[src/rtl/regfile_sched_pkg.sv]
// Shared types and constants for the register-file scheduler.
// Forwarding build is selected with REGFILE_SCHED_FWD_EN.
package regfile_sched_pkg;

    localparam int XLEN       = 32;
    localparam int REG_AW     = 5;
    localparam int RD_LATENCY = 2;
    localparam int NUM_REGS   = 1 << REG_AW;

    typedef logic [REG_AW-1:0] reg_addr_t;
    typedef logic [XLEN-1:0]   xdata_t;

    localparam reg_addr_t REG_ZERO = {REG_AW{1'b0}};

    typedef enum logic {
        WR_SRC_ALU = 1'b0,
        WR_SRC_LSU = 1'b1
    } wr_src_e;

    // "reg" is a keyword, so the destination field is called addr
    typedef struct packed {
        reg_addr_t addr;
        xdata_t    data;
    } wr_req_t;

    function automatic logic addr_hit(input logic v, input reg_addr_t a, input reg_addr_t b);
        return v && (a != REG_ZERO) && (a == b);
    endfunction

endpackage

[src/rtl/regfile_scoreboard.sv]
// Pending-write scoreboard: one bit per register, x0 never pending.
// A same-cycle write to a source unblocks it; set beats clear, flush beats set.
module regfile_scoreboard
    import regfile_sched_pkg::*;
(
    input  logic      clk,
    input  logic      rst_n,
    input  logic      flush,
    input  logic      set_valid,
    input  reg_addr_t set_reg,
    input  logic      clr_valid,
    input  reg_addr_t clr_reg,
    input  reg_addr_t rs1,
    input  reg_addr_t rs2,
    output logic      rs1_blocked,
    output logic      rs2_blocked
);

    logic [NUM_REGS-1:0] pend_q;
    logic [NUM_REGS-1:0] pend_d;

    always_comb begin
        pend_d = pend_q;
        if (flush) begin
            pend_d = {NUM_REGS{1'b0}};
        end else begin
            if (clr_valid) begin
                pend_d[clr_reg] = 1'b0;
            end else begin
                pend_d = pend_d;
            end
            if (set_valid) begin
                pend_d[set_reg] = 1'b1;
            end else begin
                pend_d = pend_d;
            end
        end
        pend_d[0] = 1'b0;
    end

    always_ff @(posedge clk) begin
        if (!rst_n) begin
            pend_q <= {NUM_REGS{1'b0}};
        end else begin
            pend_q <= pend_d;
        end
    end

    always_comb begin
        rs1_blocked = (rs1 != REG_ZERO) && pend_q[rs1] && !addr_hit(clr_valid, clr_reg, rs1);
        rs2_blocked = (rs2 != REG_ZERO) && pend_q[rs2] && !addr_hit(clr_valid, clr_reg, rs2);
    end

endmodule

[src/rtl/regfile_scheduler.sv]
// Register-file front end: round-robin write port, scoreboard stall, 2-cycle read pipeline.
// REGFILE_SCHED_FWD_EN: forward in-window writes; otherwise stall on recent writes.
module regfile_scheduler
    import regfile_sched_pkg::*;
(
    input  logic              clk,
    input  logic              rst_n,
    input  logic              flush,
    input  logic              sb_set_valid,
    input  logic [REG_AW-1:0] sb_set_reg,
    input  logic              rd_req_valid,
    output logic              rd_req_ready,
    input  logic [REG_AW-1:0] rd_rs1,
    input  logic [REG_AW-1:0] rd_rs2,
    output logic              rd_rsp_valid,
    output logic [XLEN-1:0]   rd_rs1v,
    output logic [XLEN-1:0]   rd_rs2v,
    input  logic              alu_wr_valid,
    input  logic              lsu_wr_valid,
    output logic              alu_wr_ready,
    output logic              lsu_wr_ready,
    input  logic [REG_AW-1:0] alu_wr_reg,
    input  logic [REG_AW-1:0] lsu_wr_reg,
    input  logic [XLEN-1:0]   alu_wr_data,
    input  logic [XLEN-1:0]   lsu_wr_data,
    output logic [REG_AW-1:0] rf_rs1,
    output logic [REG_AW-1:0] rf_rs2,
    input  logic [XLEN-1:0]   rf_rs1v,
    input  logic [XLEN-1:0]   rf_rs2v,
    output logic              rf_wren,
    output logic [REG_AW-1:0] rf_wd_reg,
    output logic [XLEN-1:0]   rf_wdv
);

    wr_src_e rr_q, rr_d, win_s;
    wr_req_t wr_s;
    logic    wr_grant_s, wr_live_s;
    logic    sb_blk1_s, sb_blk2_s, hz1_s, hz2_s, rd_acc_s;
    logic    s1_valid_q, s1_valid_d, s2_valid_q, s2_valid_d;

    // rr_q names the side preferred when both requesters are valid
    always_comb begin
        case ({alu_wr_valid, lsu_wr_valid})
            2'b10:   win_s = WR_SRC_ALU;
            2'b01:   win_s = WR_SRC_LSU;
            default: win_s = rr_q;
        endcase
        wr_grant_s   = alu_wr_valid | lsu_wr_valid;
        alu_wr_ready = wr_grant_s && (win_s == WR_SRC_ALU);
        lsu_wr_ready = wr_grant_s && (win_s == WR_SRC_LSU);
        if (win_s == WR_SRC_LSU) begin
            wr_s.addr = lsu_wr_reg;
            wr_s.data = lsu_wr_data;
        end else begin
            wr_s.addr = alu_wr_reg;
            wr_s.data = alu_wr_data;
        end
        wr_live_s = wr_grant_s && (wr_s.addr != REG_ZERO);
        if (wr_grant_s) begin
            rr_d = (win_s == WR_SRC_ALU) ? WR_SRC_LSU : WR_SRC_ALU;
        end else begin
            rr_d = rr_q;
        end
    end

    assign rf_wren   = wr_grant_s;
    assign rf_wd_reg = wr_s.addr;
    assign rf_wdv    = wr_s.data;
    assign rf_rs1    = rd_rs1;
    assign rf_rs2    = rd_rs2;

    regfile_scoreboard u_sb (
        .clk         (clk),
        .rst_n       (rst_n),
        .flush       (flush),
        .set_valid   (sb_set_valid),
        .set_reg     (sb_set_reg),
        .clr_valid   (wr_live_s),
        .clr_reg     (wr_s.addr),
        .rs1         (rd_rs1),
        .rs2         (rd_rs2),
        .rs1_blocked (sb_blk1_s),
        .rs2_blocked (sb_blk2_s)
    );

    always_comb begin
        rd_req_ready = !(sb_blk1_s || sb_blk2_s || hz1_s || hz2_s);
        rd_acc_s     = rd_req_valid && rd_req_ready;
        s1_valid_d   = flush ? 1'b0 : rd_acc_s;
        s2_valid_d   = flush ? 1'b0 : s1_valid_q;
    end

    always_ff @(posedge clk) begin
        if (!rst_n) begin
            rr_q       <= WR_SRC_ALU;
            s1_valid_q <= 1'b0;
            s2_valid_q <= 1'b0;
        end else begin
            rr_q       <= rr_d;
            s1_valid_q <= s1_valid_d;
            s2_valid_q <= s2_valid_d;
        end
    end

    assign rd_rsp_valid = s2_valid_q;

`ifdef REGFILE_SCHED_FWD_EN
    reg_addr_t [1:0] rs_s, s1_rs_q, s1_rs_d;
    logic      [1:0] s1_hit_q, s1_hit_d, s2_hit_q, s2_hit_d;
    xdata_t    [1:0] s1_dat_q, s1_dat_d, s2_dat_q, s2_dat_d;

    assign hz1_s = 1'b0;
    assign hz2_s = 1'b0;

    // Stage 1 captures the write of the accept cycle; stage 2 lets the next write override it
    always_comb begin
        rs_s = {rd_rs2, rd_rs1};
        for (int i = 0; i < 2; i++) begin
            s1_rs_d[i]  = rs_s[i];
            s1_hit_d[i] = addr_hit(wr_grant_s, wr_s.addr, rs_s[i]);
            s1_dat_d[i] = s1_hit_d[i] ? wr_s.data : {XLEN{1'b0}};
            if (addr_hit(wr_grant_s, wr_s.addr, s1_rs_q[i])) begin
                s2_hit_d[i] = 1'b1;
                s2_dat_d[i] = wr_s.data;
            end else begin
                s2_hit_d[i] = s1_hit_q[i];
                s2_dat_d[i] = s1_dat_q[i];
            end
        end
    end

    always_ff @(posedge clk) begin
        if (!rst_n) begin
            s1_rs_q  <= {2{REG_ZERO}};
            s1_hit_q <= 2'b00;
            s1_dat_q <= {2{{XLEN{1'b0}}}};
            s2_hit_q <= 2'b00;
            s2_dat_q <= {2{{XLEN{1'b0}}}};
        end else begin
            s1_rs_q  <= s1_rs_d;
            s1_hit_q <= s1_hit_d;
            s1_dat_q <= s1_dat_d;
            s2_hit_q <= s2_hit_d;
            s2_dat_q <= s2_dat_d;
        end
    end

    always_comb begin
        rd_rs1v = s2_valid_q ? (s2_hit_q[0] ? s2_dat_q[0] : rf_rs1v) : {XLEN{1'b0}};
        rd_rs2v = s2_valid_q ? (s2_hit_q[1] ? s2_dat_q[1] : rf_rs2v) : {XLEN{1'b0}};
    end
`else
    logic      h1_v_q, h1_v_d, h2_v_q, h2_v_d;
    reg_addr_t h1_reg_q, h1_reg_d, h2_reg_q, h2_reg_d;

    // Writes from this cycle and the two before are not yet visible at the regfile read port
    always_comb begin
        h1_v_d   = wr_live_s;
        h1_reg_d = wr_s.addr;
        h2_v_d   = h1_v_q;
        h2_reg_d = h1_reg_q;
        hz1_s = addr_hit(wr_live_s, wr_s.addr, rd_rs1) || addr_hit(h1_v_q, h1_reg_q, rd_rs1)
             || addr_hit(h2_v_q, h2_reg_q, rd_rs1);
        hz2_s = addr_hit(wr_live_s, wr_s.addr, rd_rs2) || addr_hit(h1_v_q, h1_reg_q, rd_rs2)
             || addr_hit(h2_v_q, h2_reg_q, rd_rs2);
    end

    always_ff @(posedge clk) begin
        if (!rst_n) begin
            h1_v_q   <= 1'b0;
            h1_reg_q <= REG_ZERO;
            h2_v_q   <= 1'b0;
            h2_reg_q <= REG_ZERO;
        end else begin
            h1_v_q   <= h1_v_d;
            h1_reg_q <= h1_reg_d;
            h2_v_q   <= h2_v_d;
            h2_reg_q <= h2_reg_d;
        end
    end

    always_comb begin
        rd_rs1v = s2_valid_q ? rf_rs1v : {XLEN{1'b0}};
        rd_rs2v = s2_valid_q ? rf_rs2v : {XLEN{1'b0}};
    end
`endif

endmodule

[config.mk]
export PLATFORM = sky130hd
export DESIGN_NAME = regfile_scheduler
export DESIGN_NICKNAME = d
export VERILOG_FILES = /design/src/rtl/regfile_sched_pkg.sv /design/src/rtl/regfile_scoreboard.sv /design/src/rtl/regfile_scheduler.sv
export SDC_FILE = /design/constraint.sdc
export NUM_CORES = 1
export LEC_CHECK = 0
export CORE_MARGIN = 2
export CORE_UTILIZATION = 30
export CTS_CLUSTER_DIAMETER = 40
export DETAILED_ROUTE_END_ITERATION = 10
export PLACE_DENSITY_LB_ADDON = 0.25
export SYNTH_ARGS = -nofsm -noshare
export SYNTH_HDL_FRONTEND = slang
export SYNTH_SLANG_ARGS = --single-unit
[constraint.sdc]
create_clock -name clk -period 8.05 [get_ports clk]
set_input_delay 1.61 -clock clk [delete_from_list [all_inputs] [get_ports clk]]
set_output_delay 1.61 -clock clk [all_outputs]
set_load 0.02 [all_outputs]
After elaboration in Yosys (flattened, before gate mapping)
Index checks and enable logic that the tools add are counted.

storage, ports and cells
  RAM bits = 0
  logic and storage cells = 80
  latch bits = 0
  bits in read-only memories = 0
  input port bits = 160
  memories kept = 0
  register bits = 47

operators by class
  shifts and indexed selects = 0
  $add $sub $neg = 0
  bitwise gates (word level) = 6
  reduce and logical (&&, ||, !) cells = 35
  multipliers = 0
  divide/modulo/power cells = 0
  muxes and demuxes = 16
  $lt $le $gt $ge = 6
  equality and inequality tests = 8

operator list
  operator                                                                             count
  32-bit two-way mux                                                                   5
  37-bit two-way mux                                                                   1
  32-bit AND                                                                           1
  32-bit inverter                                                                      1
  32-bit bitwise OR                                                                    1
  5-bit == test                                                                        6
  5-bit nonzero test                                                                   5
  5-bit by 6-bit < comparator with 1-bit output, second input constant                 4
  1-bit logical AND                                                                    19
  1-bit binary-select mux with 5-bit select                                            2
  1-bit demux with 5-bit select                                                        2
  5-bit by 1-bit greater-or-equal comparator with 1-bit output, second input constant  2
  1-bit logical OR                                                                     7
  1-bit two-way mux                                                                    5
  1-bit logical NOT                                                                    3
  2-bit by 1-bit == test with 1-bit output, second input constant                      1
  2-bit == test, second input constant                                                 1
  1-bit inverter                                                                       2
  1-bit one-hot mux with 2 select lines                                                1
  2-bit OR reduction                                                                   1
  1-bit bitwise OR                                                                     1

Longest topological paths before layout
  word-level depth = 14
  gate-level depth with buffers = 10
  depth with buffers taken out = 9

Modules after synthesis
Synthesis repeated with hierarchy kept, for this count alone.

unflattened totals
  cell total of the unflattened synthesis = 482
  area, all modules = 3,982.6 sq um

by module, submodules not included
  module              sequential area each (sq um)  instances  cells an instance  area an instance (sq um)
  regfile_scoreboard  620.6                         1          239                2,004.4
  regfile_scheduler   300.3                         1          243                1,978.1

Worst setup path after synthesis
No wires, ideal clock.

  path type = input-to-output
  start point = in alu_wr_valid
  end point = out rd_req_ready
  data required time = 6.440 ns
  data arrival time = 3.568 ns
  stages on the path = 9
  slack = 2.872 ns
  cells stage by stage = inv_1 ha_1 mux2i_2 buf_6 mux2i_1 inv_1 o31a_1 o21ai_1 and3b_1

between the ends
  word-level cells in the longest chain between the ends = 13

ends and longest elaborated chain
  what                                                                              RTL line                                            text
  start: declaration                                                                regfile_scheduler.sv:18                             input logic alu_wr_valid,
  2-bit by 1-bit == test with 1-bit output / 2-bit == test (equally long branches)  regfile_scheduler.sv:43                             case ({alu_wr_valid, lsu_wr_valid})
  1-bit one-hot mux with 2 select lines (*)                                         regfile_scheduler.sv:43
  37-bit two-way mux (*)                                                            regfile_scheduler.sv:51                             if (win_s == WR_SRC_LSU) begin
  via rf_wd_reg[0]                                                                  regfile_scheduler.sv:31                             output logic [REG_AW-1:0] rf_wd_reg,
  5-bit nonzero test                                                                regfile_sched_pkg.sv:27, regfile_scheduler.sv:58
  1-bit logical AND                                                                 regfile_scheduler.sv:58                             wr_live_s = wr_grant_s && (wr_s.addr != REG_ZERO);
  1-bit logical AND (2 in a row)                                                    regfile_sched_pkg.sv:27                             return v && (a != REG_ZERO) && (a == b);
  1-bit logical NOT, on equally long branches                                       regfile_scoreboard.sv:50, regfile_scoreboard.sv:51
  1-bit logical AND, on equally long branches                                       regfile_scoreboard.sv:50, regfile_scoreboard.sv:51
  1-bit logical OR (2 in a row)                                                     regfile_scheduler.sv:87                             rd_req_ready = !(sb_blk1_s || sb_blk2_s || hz1_s || hz2_s);
  1-bit logical OR (*)                                                              regfile_scheduler.sv:87
  1-bit logical NOT (*)                                                             regfile_scheduler.sv:87
  end: declaration                                                                  regfile_scheduler.sv:12                             output logic rd_req_ready,

The timed path passes the listed nets; every way through them passes the cells marked *.

Worst setup path after layout
  start point = in lsu_wr_valid
  end point = out rd_req_ready

between the ends
  word-level cells in the longest chain between the ends = 13

ends and longest elaborated chain
  what                                                                              RTL line                                            text
  start: declaration                                                                regfile_scheduler.sv:19                             input logic lsu_wr_valid,
  2-bit by 1-bit == test with 1-bit output / 2-bit == test (equally long branches)  regfile_scheduler.sv:43
  1-bit one-hot mux with 2 select lines                                             regfile_scheduler.sv:43
  37-bit two-way mux                                                                regfile_scheduler.sv:51
  5-bit nonzero test                                                                regfile_sched_pkg.sv:27, regfile_scheduler.sv:58
  1-bit logical AND                                                                 regfile_scheduler.sv:58
  1-bit logical AND (2 in a row)                                                    regfile_sched_pkg.sv:27
  1-bit logical NOT, on equally long branches                                       regfile_scoreboard.sv:50, regfile_scoreboard.sv:51
  1-bit logical AND, on equally long branches                                       regfile_scoreboard.sv:50, regfile_scoreboard.sv:51
  1-bit logical OR (2 in a row)                                                     regfile_scheduler.sv:87
  1-bit logical OR (*)                                                              regfile_scheduler.sv:87
  1-bit logical NOT (*)                                                             regfile_scheduler.sv:87

Mark *: on every way between the ends. The rest lies on a longest branch, timed or not.

==> flow_metrics.py <==
metrics = {
    "sta": {
        "tightest_slew_ns": 1.13,
        "setup_viol": 0,
        "final-max-slew-violation-count": 0,
        "post-route-period-util": 0.850,
        "rsz0062_at_grt": "false",
        "fin_skew_ns": 0.00598,
        "layout_setup_ws_ns": 1.21,
        "relSlewSlack": 0.246,
        "hold_viol_final": 0,
        "min_period_ns": 6.84,
        "max_freq_mhz": 146,
        "hold_slack_ns": 0.453,
        "setup_tns_ns": 0,
    },
    "routing": {
        "routed.top_layer": "met4",
        "via_per_inst": 4.88,
        "met2_length_mm": 8.35,
        "firstDrtPassIters": 5,
        "ant_nets": 0,
        "met1_length_mm": 6.28,
        "routed_wl_mm": 16.0,
        "dr_wl_met3_mm": 1.18,
        "drt_iter0_markers": 264,
        "drc_errors": 0,
        "avgRoutedWirePerCell_um": 17.9,
        "via_count": 4370,
    },
    "clock_tree": {
        "cts_setup_buffers": 0,
        "ctsHoldBuffers": 0,
        "clk_pin_slew_worst_paths_ns": 0.06,
        "root_buffer": "clkbuf_16",
        "htree_levels": 2,
        "cts.repair.resized": 0,
        "clk_path_buf_depth": 2,
        "clk_latency_ns": 0.28,
        "cts_tree": "built",
        "clock-sinks": 46,
        "cts_buffers": 5,
    },
    "placed_design": {
        "place.gp.congestion": 0.842,
        "place_area_sq_um": 6600,
        "place_ws_ns": 1.26,
        "io_buffers": 275,
        "placedCellCount": 885,
        "dp_hpwl_mm": 13.3,
    },
    "pwr": {
        "pwr-share-comb": 0.412,
        "switching_power_uw": 228,
        "ir_drop_uv": 70.0,
        "power_frac_seq": 0.322,
        "power_density_nw_per_um2": 110,
        "power_frac_clock": 0.266,
        "finalPower_uw": 742,
        "swShare": 0.308,
        "internal-power_uw": 514,
        "leakagePower_nw": 2.48,
    },
    "floorplanning": {
        "die_y_um": 117,
        "chipWidth_um": 117,
        "dieArea_sq_um": 13600,
        "core_area_sq_um": 12500,
        "rows": 41,
        "start_util": 0.305,
        "ios": 276,
    },
    "layout": {
        "post-route-cell-area_sq_um": 6750,
        "fillers": 1205,
        "drive_gt1_frac": 0.0833,
        "postLayoutCoreUtil": 0.539,
        "num-nets-final": 882,
        "finalNonFillerCells": 896,
        "areaGrowthSynthToFinish_pct": 76.8,
    },
    "worst_setup_path": {
        "criticalPathCategory": "in -> out",
        "cp.arrival_ns": 5.23,
        "path_max_fanout": 18,
        "cp.required_ns": 6.44,
        "slowest_stage": "mux2i_4",
        "cp.buffers_inverters": 3,
        "cp_cell_sequence": "clkdlybuf4s50_1, inv_1, ha_1, mux2i_4, mux2i_2, nand3_1, o31a_1, o21ai_1, and3b_1, clkdlybuf4s50_1",
        "path_delay_family": "multiplexers",
        "cp_common_cell": "clkdlybuf4s50_1",
        "end_kind": "output pin",
        "cp_slowest_stage_delay_ns": 0.73,
        "setup.worst_path.start_class": "input pin",
    },
    "run_status": {
        "status": "finished clean",
    },
    "yosys": {
        "synth-seq-cells": 46,
        "post_synth_most_frequent_cells": "79 x and2_1, 52 x nand2_1, 46 x dfxtp_1, 36 x a21oi_1",
        "yosysWarnings": 0,
        "yosys.area.top_type": "dfxtp_1",
        "syn_nets": 636,
        "synth_area_leaders": "dfxtp_1 24%, and2_1 13%, mux2_2 10%, nand2_1 5.1%, a21oi_1 4.7%",
        "ys.flop_type": "dfxtp_1",
        "synth_top_area_frac": 0.241,
        "async_flop_share": 0,
        "synth_edf_count": 0,
        "syn_area_sq_um": 3820,
        "synth.yosys.seq_area_share": 0.241,
        "yosysUniqueCellTypes": 44,
        "postSynthAreaPerCell_sq_um": 8.06,
        "netlist_instances": 474,
        "yosysMostFrequentCell": "and2_1",
    },
    "global_routing": {
        "grt_overflow": 0,
        "grt_pass1_wl_mm": 22.6,
        "grt_max_degree": 46,
        "globalRouteTotalUtil": 0.216,
        "grt_antenna_before_repair": 4,
        "grt_pass1_vias": 4188,
    },
    "job": {
        "cap_violations": 0,
    },
    "hold_path": {
        "hp-class": "reg -> reg",
    },
}
## worst register-to-register path: stages, from the launching register on
cell	delay, ns
dfxtp_1	0.34
mux2i_4	0.67
mux2i_4	0.47
inv_1	0.14
nor2_1	0.19
nand2_1	0.17
o21ai_0	0.25
a21oi_1	0.10
## worst paths after layout
| path | start | end | slack (ns) | depth (start not counted) |
|---|---|---|---|---|
| worst max-delay path | lsu_wr_valid | rd_req_ready | 1.21 | 10 |
| worst min-delay path | s1_valid_q$_SDFF_PP0_ | rd_rsp_valid$_SDFF_PP0_ | 0.45 | 1 |
| worst max register to register | rr_q$_SDFFE_PN0N_ | u_sb.pend_q[19]$_SDFF_PP0_ | 5.56 | 7 |
| worst min register to register | s1_valid_q$_SDFF_PP0_ | rd_rsp_valid$_SDFF_PP0_ | 0.45 | 1 |
## power by group through the flow
stage / Sequential [mW] / Combinational, mW / Clock [mW]
finish: 0.239 / 0.305 / 0.197
global route: 0.240 / 0.325 / 0.210
CTS: 0.239 / 0.306 / 0.201
detailed placement: 0.244 / 0.304 / 0
global placement: 0.244 / 0.300 / 0
floorplan: 0.242 / 0.149 / 0
## routing by layer
metal  track usage  up-vias
met5             0        -
met4        0.0729        0
met3        0.0412       19
met2         0.379      194
met1         0.265     2050
li1              -     2107
## registers in the layout (all words and copies together), names as in the netlist
name / flops
h2_reg_q: 5
s1_valid_q: 1
h1_v_q: 1
rr_q: 1
h2_v_q: 1
rd_rsp_valid: 1
h1_reg_q: 5
u_sb.pend_q: 31
## layout make-up
class                   count  area (sq um)  area share
diodes                      4          10.0     0.00148
clock buffers               5           125      0.0185
clock inverters             2          15.0     0.00222
inverters                   8          30.0     0.00445
multi-input cells         381          2660       0.394
flip-flops and latches     46           921       0.136
well taps                 172           215      0.0319
repair buffers            278          2780       0.411
## cells by family after synthesis
family	after synthesis	share of synthesized area
AOI/OAI and AO/OA	88	0.127
xor gates and xnor gates	26	0.0596
adders and majority gates	2	0.00655
buffers and inverters	47	0.0649
DFF	46	0.241
muxes	65	0.218
and+or+nand+nor	200	0.283
## layout by cell type (no fill, tap or decap), drive strengths merged, types with 2 or more instances in the layout
cell,synthesis,final
and2,79,79
xor2,20,20
buf,27,3
clkbuf,12,5
diode,0,4
clkdlybuf4s50,0,275
nand2,52,52
nand2b,7,7
a22oi,5,5
ha,2,2
o21ai,36,36
nand3,9,9
o211ai,2,2
nor2b,10,10
and3,2,2
xnor2,6,6
mux2i,22,22
nor4,3,3
mux4,8,8
nor2,20,20
nand3b,3,3
a21oi,36,36
a21o,2,2
nor3,5,5
mux2,35,35
dfxtp,46,46
inv,8,8
nor3b,5,5
clkinvlp,0,2
or4,2,2
nand4,2,2
Power figures use the tool's default switching activity.
==> edit (same flow settings) <==
Change the package constant `XLEN` from 32 to 36.
--- a/src/rtl/regfile_sched_pkg.sv
+++ b/src/rtl/regfile_sched_pkg.sv
@@ -4,3 +4,3 @@
 
-    localparam int XLEN       = 32;
+    localparam int XLEN       = 36;
     localparam int REG_AW     = 5;
Interface: changed (7 resized); port bits go from 276 to 304. No check against the original RTL was run, so the function may have changed too.
==> edit against the unedited design <==
Worst hold slack got worse by 0.0083 ns; clock power is 6% higher; setup slack lost 0.14 ns; via count increased by 8.4%; non-clock buffer count up 28; sequential cell count unchanged; clock skew fell by 0.0016 ns; cell area is 5.2% higher; synthesized area is 2.4% higher; count of clock-buffer cells in the layout rose by 1; global-route usage is 9.8 points higher; sequential power about the same; wire length rose by 40%; total power grew 8.6%; critical path type unchanged; critical endpoint unchanged.
==> edit: results (changes against the unedited design) <==
<table>
<tr><th>Metric</th><th>Value</th></tr>
<tr><th colspan="2">Outcome</th></tr>
<tr><td>Outcome</td><td>finished clean</td></tr>
<tr><th colspan="2">Route</th></tr>
<tr><td>Via count of the routed design</td><td>4,735 (+8.4%)</td></tr>
<tr><td>Routed length per instance</td><td>24.43 um (+37%)</td></tr>
<tr><td>Detailed router's first-iteration violation count</td><td>523 (+98%)</td></tr>
<tr><td>Via density</td><td>5.147 (+5.5%)</td></tr>
<tr><th colspan="2">Layout</th></tr>
<tr><td>Layout cell share with drive strength beyond 1</td><td>0.09091 (+0.007576)</td></tr>
<tr><td>ANT cells</td><td>0 (-4)</td></tr>
<tr><th colspan="2">GRT</th></tr>
<tr><td>Global-route usage over all layers</td><td>0.3141 (+0.09825)</td></tr>
<tr><td>Global-route wire length before repair</td><td>32.33 mm (+43%)</td></tr>
<tr><td>Vias in the first global route</td><td>4,606 (+10%)</td></tr>
<tr><td>Pin count of the biggest net entering global routing</td><td>74 (+61%)</td></tr>
<tr><th colspan="2">Worst setup path</th></tr>
<tr><td>CP top delay family</td><td>buffers and inverters</td></tr>
<tr><td>Endpoint arrival time on the critical path</td><td>5.37 ns (+0.14 ns)</td></tr>
<tr><td>Crit path max-delay cell type</td><td>clkdlybuf4s50_1</td></tr>
<tr><td>FF-to-FF setup slack</td><td>5.71 ns (+0.15 ns)</td></tr>
<tr><td>Top fanout value on the critical path</td><td>14 (-4)</td></tr>
<tr><td>Critical R2R Capture</td><td>u_sb.pend_q[16]$_SDFF_PP0_</td></tr>
<tr><th colspan="2">STA</th></tr>
<tr><td>Worst hold margin</td><td>0.4443 ns (-0.008263 ns)</td></tr>
<tr><td>Final Skew</td><td>0.004380 ns (-0.001600 ns)</td></tr>
<tr><td>Actual slew at the worst max-slew pin</td><td>1.146 ns (+0.01515 ns)</td></tr>
<tr><th colspan="2">Place</th></tr>
<tr><td>Placement-stage worst setup slack</td><td>1.156 ns (-0.1037 ns)</td></tr>
<tr><td>I/O Buffers</td><td>303 (+10%)</td></tr>
<tr><td>Placed wire-length estimate</td><td>18.59 mm (+40%)</td></tr>
<tr><td>Instance area at placement</td><td>0.006955 mm2 (+5.4%)</td></tr>
<tr><td>GPL Wtd Cong</td><td>1.003 (+19%)</td></tr>
<tr><th colspan="2">Synthesis</th></tr>
<tr><td>Number of cells produced by synthesis</td><td>475 (+0.21%)</td></tr>
<tr><td>Synth Net Count</td><td>653 (+2.7%)</td></tr>
<tr><th colspan="2">Pwr</th></tr>
<tr><td>Lkg Pwr</td><td>2.603 nW (+5.1%)</td></tr>
</table>
-- edit: cell count changes in the layout (fill, tap and decap cells not counted), moves of 7 or more --
cell	change
clkdlybuf4s50_1	+28
mux2_2	+8
mux2i_1	-9
nand2_1	-7
xnor2_1	+12
xor2_1	-12
-- edit: logic make-up after synthesis --
family                     Yosys count  share of synthesized area
AOI/OAI and AO/OA                   86                     0.1235
xor gates and xnor gates            26                    0.05822
adders and majority gates            2                   0.006397
buffers and inverters               50                    0.06654
DFF                                 46                     0.2354
muxes                               66                     0.2258
and+or+nand+nor                    199                     0.2841
-- edit: routing by layer --
layer | GRT usage | wire length [um]
met5 | 0 | 0
met4 | 0.02786 | 114
met3 | 0.1216 | 3052
met2 | 0.4426 | 8878
met1 | 0.4649 | 10440
-- edit: worst max path at each step --
stage / cells past startpoint / start / slack (ns) / to
finish: 10 / lsu_wr_valid / 1.07 / rd_req_ready
global route: 10 / lsu_wr_valid / 0.84 / rd_req_ready
CTS: 10 / lsu_wr_valid / 1.10 / rd_req_ready
detailed placement: 10 / lsu_wr_valid / 1.16 / rd_req_ready
global placement: 10 / lsu_wr_valid / 1.27 / rd_req_ready
floorplan: 8 / alu_wr_valid / 2.61 / rd_req_ready
-- edit: final cells by class --
cell class              count  area [um2]  area share
clock buffers               6       128.9     0.01816
clock inverters             2       13.76    0.001939
inverters                   9       33.78    0.004759
multi-input cells         379        2730      0.3846
flip-flops and latches     46       920.9      0.1297
well taps                 172       215.2     0.03032
repair buffers            306        3055      0.4305
-- edit: where the power goes --
| group | internal [mW] | switching (mW) | total (mW) | leakage [nW] |
|---|---|---|---|---|
| Sequential | 0.233 | 0.00559 | 0.239 | 0.374 |
| Clock | 0.115 | 0.0926 | 0.208 | 0.0708 |
| Combinational | 0.181 | 0.178 | 0.359 | 2.16 |
